===== src/rtl/tag_mem_serializer_pkg.sv =====
// Shared definitions for the tag memory serializer: bank encodings, PC length
// field, FSM state encoding and the default bank depth.
package tag_mem_serializer_pkg;

    localparam int WORDS_PER_BANK_DEF = 16;
    localparam int PC_LEN_HI          = 15;
    localparam int PC_LEN_LO          = 11;
    localparam int PC_WORD_ADDR       = 1;

    typedef enum logic [1:0] {
        BANK_RESERVED = 2'd0,
        BANK_EPC      = 2'd1,
        BANK_TID      = 2'd2,
        BANK_USER     = 2'd3
    } bank_e;

    typedef enum logic [2:0] {
        ST_IDLE  = 3'd0,
        ST_SETUP = 3'd1,
        ST_FETCH = 3'd2,
        ST_SHIFT = 3'd3,
        ST_DONE  = 3'd4
    } state_e;

    // EPC reply covers the PC word itself plus the EPC words it announces.
    function automatic logic [5:0] epc_reply_words(input logic [15:0] pc);
        return {1'b0, pc[PC_LEN_HI:PC_LEN_LO]} + 6'd1;
    endfunction

endpackage


===== src/rtl/tag_mem_array.sv =====
// 4-bank x WORDS_PER_BANK x 16-bit tag register file: one combinational read
// port, one synchronous write port, PC word preloaded on reset.
module tag_mem_array
    import tag_mem_serializer_pkg::*;
#(
    parameter int          WORDS_PER_BANK = WORDS_PER_BANK_DEF,
    parameter int          ADDR_W         = 4,
    parameter logic [15:0] PC_RESET       = 16'h3000
) (
    input  logic              clk,
    input  logic              reset,
    input  logic              we,
    input  logic [1:0]        wbank,
    input  logic [ADDR_W-1:0] waddr,
    input  logic [15:0]       wdata,
    input  logic [1:0]        rbank,
    input  logic [ADDR_W-1:0] raddr,
    output logic [15:0]       rdata
);

    logic [15:0] mem [4][WORDS_PER_BANK];

    always_ff @(posedge clk or posedge reset) begin
        if (reset) begin
            for (int b = 0; b < 4; b++) begin
                for (int w = 0; w < WORDS_PER_BANK; w++) begin
                    mem[b][w] <= (b == int'(BANK_EPC) && w == PC_WORD_ADDR) ? PC_RESET : 16'h0000;
                end
            end
        end else if (we) begin
            mem[wbank][waddr] <= wdata;
        end
    end

    assign rdata = mem[rbank][raddr];

endmodule


===== src/rtl/tag_mem_serializer.sv =====
// Tag memory array plus MSB-first payload serializer for EPC and READ replies.
// Optional macro MEM_HANDLE_APPEND_EN appends the handle word to READ replies.
module tag_mem_serializer
    import tag_mem_serializer_pkg::*;
#(
    parameter int          WORDS_PER_BANK = WORDS_PER_BANK_DEF,
    parameter int          ADDR_W         = 4,
    parameter logic [15:0] PC_RESET       = 16'h3000
) (
    input  logic        clk,
    input  logic        reset,
    input  logic        tx_enable,
    input  logic        epc_mode,
    input  logic [1:0]  readwritebank,
    input  logic [7:0]  readwriteptr,
    input  logic [7:0]  readwords,
    input  logic [15:0] writedataout,
    input  logic        epc_data_ready,
    input  logic        membitclk,
    input  logic [15:0] handle,
    output logic        membitsrc,
    output logic        memdatadone,
    output logic        mem_error
);

`ifdef MEM_HANDLE_APPEND_EN
    localparam bit APPEND_EN = 1'b1;
`else
    localparam bit APPEND_EN = 1'b0;
`endif

    localparam logic [8:0] WPB9 = 9'(WORDS_PER_BANK);

    state_e            state, state_next;
    logic              membitclk_q, tx_q, wr_q;
    logic              bit_rise, tx_rise, wr_rise;
    logic [1:0]        cur_bank;
    logic [ADDR_W-1:0] cur_addr;
    logic [8:0]        remaining;
    logic [3:0]        bitcnt;
    logic              append_pending;
    logic [15:0]       shreg;
    logic [1:0]        rbank;
    logic [ADDR_W-1:0] raddr;
    logic [15:0]       rdata;
    logic              ptr_ok, rd_range_err, setup_err;
    logic [8:0]        rd_len;
    logic [15:0]       handle_word;

    always_ff @(posedge clk or posedge reset) begin
        if (reset) begin
            membitclk_q <= 1'b0;
            tx_q        <= 1'b0;
            wr_q        <= 1'b0;
        end else begin
            membitclk_q <= membitclk;
            tx_q        <= tx_enable;
            wr_q        <= epc_data_ready;
        end
    end

    assign bit_rise = membitclk & ~membitclk_q;
    assign tx_rise  = tx_enable & ~tx_q;
    assign wr_rise  = epc_data_ready & ~wr_q;

    assign ptr_ok       = {1'b0, readwriteptr} < WPB9;
    assign rd_range_err = !ptr_ok || (({1'b0, readwriteptr} + {1'b0, readwords}) > WPB9);
    assign rd_len       = (readwords == 8'd0) ? (WPB9 - {1'b0, readwriteptr}) : {1'b0, readwords};
    assign setup_err    = !epc_mode && rd_range_err;
    assign handle_word  = APPEND_EN ? handle : 16'h0000;

    // SETUP borrows the read port to fetch the PC length field.
    assign rbank = (state == ST_SETUP) ? 2'(BANK_EPC) : cur_bank;
    assign raddr = (state == ST_SETUP) ? ADDR_W'(PC_WORD_ADDR) : cur_addr;

    tag_mem_array #(
        .WORDS_PER_BANK (WORDS_PER_BANK),
        .ADDR_W         (ADDR_W),
        .PC_RESET       (PC_RESET)
    ) u_array (
        .clk   (clk),
        .reset (reset),
        .we    (wr_rise && ptr_ok),
        .wbank (readwritebank),
        .waddr (readwriteptr[ADDR_W-1:0]),
        .wdata (writedataout),
        .rbank (rbank),
        .raddr (raddr),
        .rdata (rdata)
    );

    always_ff @(posedge clk or posedge reset) begin
        if (reset) begin
            state <= ST_IDLE;
        end else begin
            state <= state_next;
        end
    end

    always_comb begin
        state_next  = state;
        membitsrc   = 1'b0;
        memdatadone = 1'b0;
        if (!tx_enable) begin
            state_next = ST_IDLE;
        end else begin
            case (state)
                ST_IDLE:  if (tx_rise) state_next = ST_SETUP;
                ST_SETUP: state_next = setup_err ? ST_DONE : ST_FETCH;
                ST_FETCH: state_next = ST_SHIFT;
                ST_SHIFT: begin
                    if (bit_rise && bitcnt == 4'd0) begin
                        state_next = (remaining != 9'd0 || append_pending) ? ST_FETCH : ST_DONE;
                    end
                end
                ST_DONE:  state_next = ST_DONE;
                default:  state_next = ST_IDLE;
            endcase
        end
        membitsrc   = (state == ST_SHIFT) ? shreg[15] : 1'b0;
        memdatadone = (state == ST_DONE);
    end

    always_ff @(posedge clk or posedge reset) begin
        if (reset) begin
            cur_bank       <= 2'd0;
            cur_addr       <= '0;
            remaining      <= 9'd0;
            bitcnt         <= 4'd0;
            append_pending <= 1'b0;
            mem_error      <= 1'b0;
        end else begin
            case (state)
                ST_SETUP: begin
                    mem_error <= setup_err;
                    if (epc_mode) begin
                        cur_bank       <= 2'(BANK_EPC);
                        cur_addr       <= ADDR_W'(PC_WORD_ADDR);
                        remaining      <= 9'(epc_reply_words(rdata));
                        append_pending <= 1'b0;
                    end else begin
                        cur_bank       <= readwritebank;
                        cur_addr       <= readwriteptr[ADDR_W-1:0];
                        remaining      <= rd_len;
                        append_pending <= APPEND_EN;
                    end
                end
                ST_FETCH: begin
                    bitcnt <= 4'd15;
                    if (remaining != 9'd0) begin
                        cur_addr  <= cur_addr + ADDR_W'(1);
                        remaining <= remaining - 9'd1;
                    end else begin
                        append_pending <= 1'b0;
                    end
                end
                ST_SHIFT: begin
                    if (bit_rise && bitcnt != 4'd0) bitcnt <= bitcnt - 4'd1;
                end
                default: ;
            endcase
            // A dropped write flags the error even in the cycle SETUP clears it.
            if (wr_rise && !ptr_ok) mem_error <= 1'b1;
        end
    end

    always_ff @(posedge clk) begin
        if (state == ST_FETCH) begin
            shreg <= (remaining != 9'd0) ? rdata : handle_word;
        end else if (state == ST_SHIFT && bit_rise) begin
            shreg <= {shreg[14:0], 1'b0};
        end
    end

endmodule


===== config.mk =====
export PLATFORM = sky130hd
export DESIGN_NAME = tag_mem_serializer
export DESIGN_NICKNAME = d
export VERILOG_FILES = /design/src/rtl/tag_mem_serializer_pkg.sv /design/src/rtl/tag_mem_array.sv /design/src/rtl/tag_mem_serializer.sv
export SDC_FILE = /design/constraint.sdc
export NUM_CORES = 2
export LEC_CHECK = 0
export CORE_MARGIN = 4
export CORE_UTILIZATION = 40
export DETAILED_ROUTE_END_ITERATION = 8
export DONT_BUFFER_PORTS = 1
export GPL_ROUTABILITY_DRIVEN = 0
export GPL_TIMING_DRIVEN = 0
export PLACE_DENSITY = 0.54
export REMOVE_ABC_BUFFERS = 1
export SYNTH_ARGS = -nofsm -noshare
export SYNTH_HDL_FRONTEND = slang
export SYNTH_SLANG_ARGS = --single-unit

===== constraint.sdc =====
create_clock -name clk -period 30.2 [get_ports clk]
set_input_delay 1.51 -clock clk [delete_from_list [all_inputs] [get_ports clk]]
set_output_delay 1.51 -clock clk [all_outputs]
set_load 0.02 [all_outputs]

==> reports/results.ini <==
[clocking]
cts_made_buffers = 117
cts_tree = yes
post-cts-setup-buffers = 0
cts_resized = 0
clk-insertion-delay-late_ns = 0.72
htreeDepth = 3
clockRootBuffer = clkbuf_16
ctsLongestPathBuffers = 3
cts.sinks = 1066
clkTransAtPathRegs_ns = 0.06
ctsHoldBuffers = 0

[detailed_routing]
drtIter0Drc = 2785
drt_wl_total_um = 151000
drc = 0
ant_nets = 0
wire_per_inst_um = 27.1
via_count = 33100
firstDrtPassIters = 6
vias_per_cell = 5.96

[sta]
clock.fmax_mhz = 170
drv_slew = 23
fin_ws_ns = 24.32
rsz0062_at_grt = no
layout_min_cycle_time_ns = 5.88
maxSlewHeadroom = -0.0370
tightest_slew_ns = 1.56
whs_ns = 0.484
fin_crit_sh = 0.195
hold_viol = 0
fin_skew_ns = 0.0241
setup_viol = 0

[synth]
synthFlopType = dfrtp_1
ys_seq_elements = 1066
syn-instance-count = 4046
async_reset_ff_frac = 0.985
synth.avg_cell_area_sq_um = 12.6
yosysTopAreaCellShare = 0.513
ys_types = 82
synth_area_sq_um = 51100
yosys.area.top_type = dfrtp_1
yosysWarningCount = 0
synthTopCellsByArea = dfrtp_1 (51%), mux2_2 (20%), mux2_1 (2.6%)
synth.most_common_cell = dfrtp_1
synth_seq_area_share = 0.524
synth_edf_count = 16
synthTopCellsByCount = dfrtp_1 (1048), mux2_2 (917), clkbuf_1 (245), nand2_1 (244), a211oi_1 (170)

[place]
io_buffers = 0
hpwl_um = 86000
pre_cts_ws_ns = 24.36

[power]
finalPower_mw = 3.73
p_leak_nw = 26.7
ir_worst_vdd_mv = 0.0473
p_per_area_nw_per_um2 = 65.8

[global_route]
grt_pass1_wl_um = 228000
antenna_found_initial = 8
grt_start_max_net_pins = 132
grt_pass1_vias = 33800
overflow = 0
grtUsageTotal = 0.227

[worst_hold_path]
hold_start = u_array.mem[304]$_DFFE_PP0P_
worstHoldEndpoint = u_array.mem[304]$_DFFE_PP0P_
hold_depth = 1
hp-class = reg2reg

[layout]
seqCellArea_sq_um = 26800
drive_gt1_frac = 0.323
multi_input_area_sq_um = 22600
syn2layout_area_growth_pct = 11.0
fin_util = 0.449
nets = 3884
fillCellCount = 11500

[floorplanning]
start_util = 0.405
pin_count = 59
die-area_sq_um = 134000
rows = 130
core_sq_um = 126000
fp.dieH_um = 365
die_w_um = 365

[setup_path]
worstRegToRegCells = 8
crit_chain = inv_1, nand3_1, a211oi_1, o41ai_1, o31a_1, a22oi_1, o221ai_1, a22o_1
r2r-end = shreg[3]$_DFFE_PP_
cp_top_family = compound AO/OA/AOI/OAI gates
critPathRequiredTime_ns = 30.66
critical_path_arrival_ns = 6.34
ff2ff_setup_slack_ns = 24.32
setup.worst_path.start_class = register
crit_slowest_cell = nand3_1
r2r_start = cur_addr[1]$_DFFE_PP0P_
worstSetupPathType = reg2reg
crit_fanout = 22
cp_num_buf_inv = 1
endpoint_kind = register
cpPeakStageDelay_ns = 1.24

[run_status]
status = complete, but fails checks
violations = max-capacitance violations, max-slew violations

[run]
cap_violations = 1

metrics by stage:
step / TNS [ns] / std cells / cell area, sq um
floorplan: -901.64 / 3642 / 49300
global placement: - / 5292 / 51400
detailed placement: 0 / 5342 / 52700
CTS: 0 / 5554 / 56700
global route: 0 / 5554 / 56700
finish: 0 / 5556 / 56700
where the power goes:
group	internal [mW]	leakage, nW	switching, mW
clock network	0.903	2.00	0.591
logic	0.237	9.93	0.521
registers	1.45	14.7	0.0278
cells by family after synthesis:
family          Yosys count  share of synthesized area
mux                    1187                      0.262
fa+ha+maj                17                    0.00431
buf+inv                 421                     0.0360
xor+xnor                 13                    0.00223
flops                  1066                      0.524
compound gates          784                      0.112
simple gates            558                     0.0592
cell type report:
class / count / area share
Sequential cell: 1066 / 0.472
Tap cell: 1650 / 0.0364
Clock inverter: 36 / 0.00867
Antenna cell: 2 / 0.0000882
Multi-Input combinational cell: 2559 / 0.399
Inverter: 17 / 0.00139
Clock buffer: 176 / 0.0623
Timing Repair Buffer: 50 / 0.0207
flip-flops by register name (all words and copies together), names as in the netlist, 2 cells and up:
register / count
u_array.mem: 1024
shreg: 16
cur_bank: 2
bitcnt: 4
remaining: 9
state: 3
cur_addr: 4
worst max path at each step:
stage | startpoint | endpoint | cells past startpoint | slack, ns
after floorplan | reset | bitcnt[0]$_DFFE_PP0P_ | 1 | -0.86
after global placement | reset | u_array.mem[264]$_DFFE_PP0P_ | 1 | -14.48
after detailed placement | readwriteptr[1] | u_array.mem[4]$_DFFE_PP0P_ | 8 | 24.36
after CTS | cur_addr[1]$_DFFE_PP0P_ | shreg[8]$_DFFE_PP_ | 8 | 24.44
after global routing | cur_addr[1]$_DFFE_PP0P_ | remaining[5]$_DFFE_PP0P_ | 8 | 24.30
final | cur_addr[1]$_DFFE_PP0P_ | shreg[3]$_DFFE_PP_ | 8 | 24.32
routing by layer:
layer	GRT usage	up-vias	wire length (um)	part of all wire
met1	0.324	17600	69800	0.46
met3	0.0399	234	8330	0.055
met2	0.347	788	67100	0.45
met4	0.0805	4	5190	0.034
met5	0	-	28	0.00019
li1	-	14500	-	-
layout by cell type (no fill, tap or decap), drive strengths merged, types with 9 or more instances in the layout:
master	Yosys	final
dfrtp	1048	1048
mux2	1037	1037
nand2	246	246
clkbuf	245	176
a211oi	170	170
mux2i	132	132
a21oi	131	131
a221oi	95	95
nand3	94	94
nor2	88	88
a21boi	83	83
o21ai	69	69
buf	159	50
nor3	26	26
o31a	23	23
o41ai	23	23
clkinv	0	23
a32oi	22	22
o21a	22	22
nand4	21	21
o221ai	20	20
and2	19	19
nor2b	18	18
mux4	18	18
inv	17	18
ha	16	16
edfxtp	16	16
a22o	15	15
a2111oi	14	14
a22oi	13	13
xnor2	12	12
bufinv	0	12
nand2b	11	11
a31oi	11	11
o22ai	11	11
a311oi	11	11
and3	9	9
Note: power is estimated with default switching activity, not from simulation.
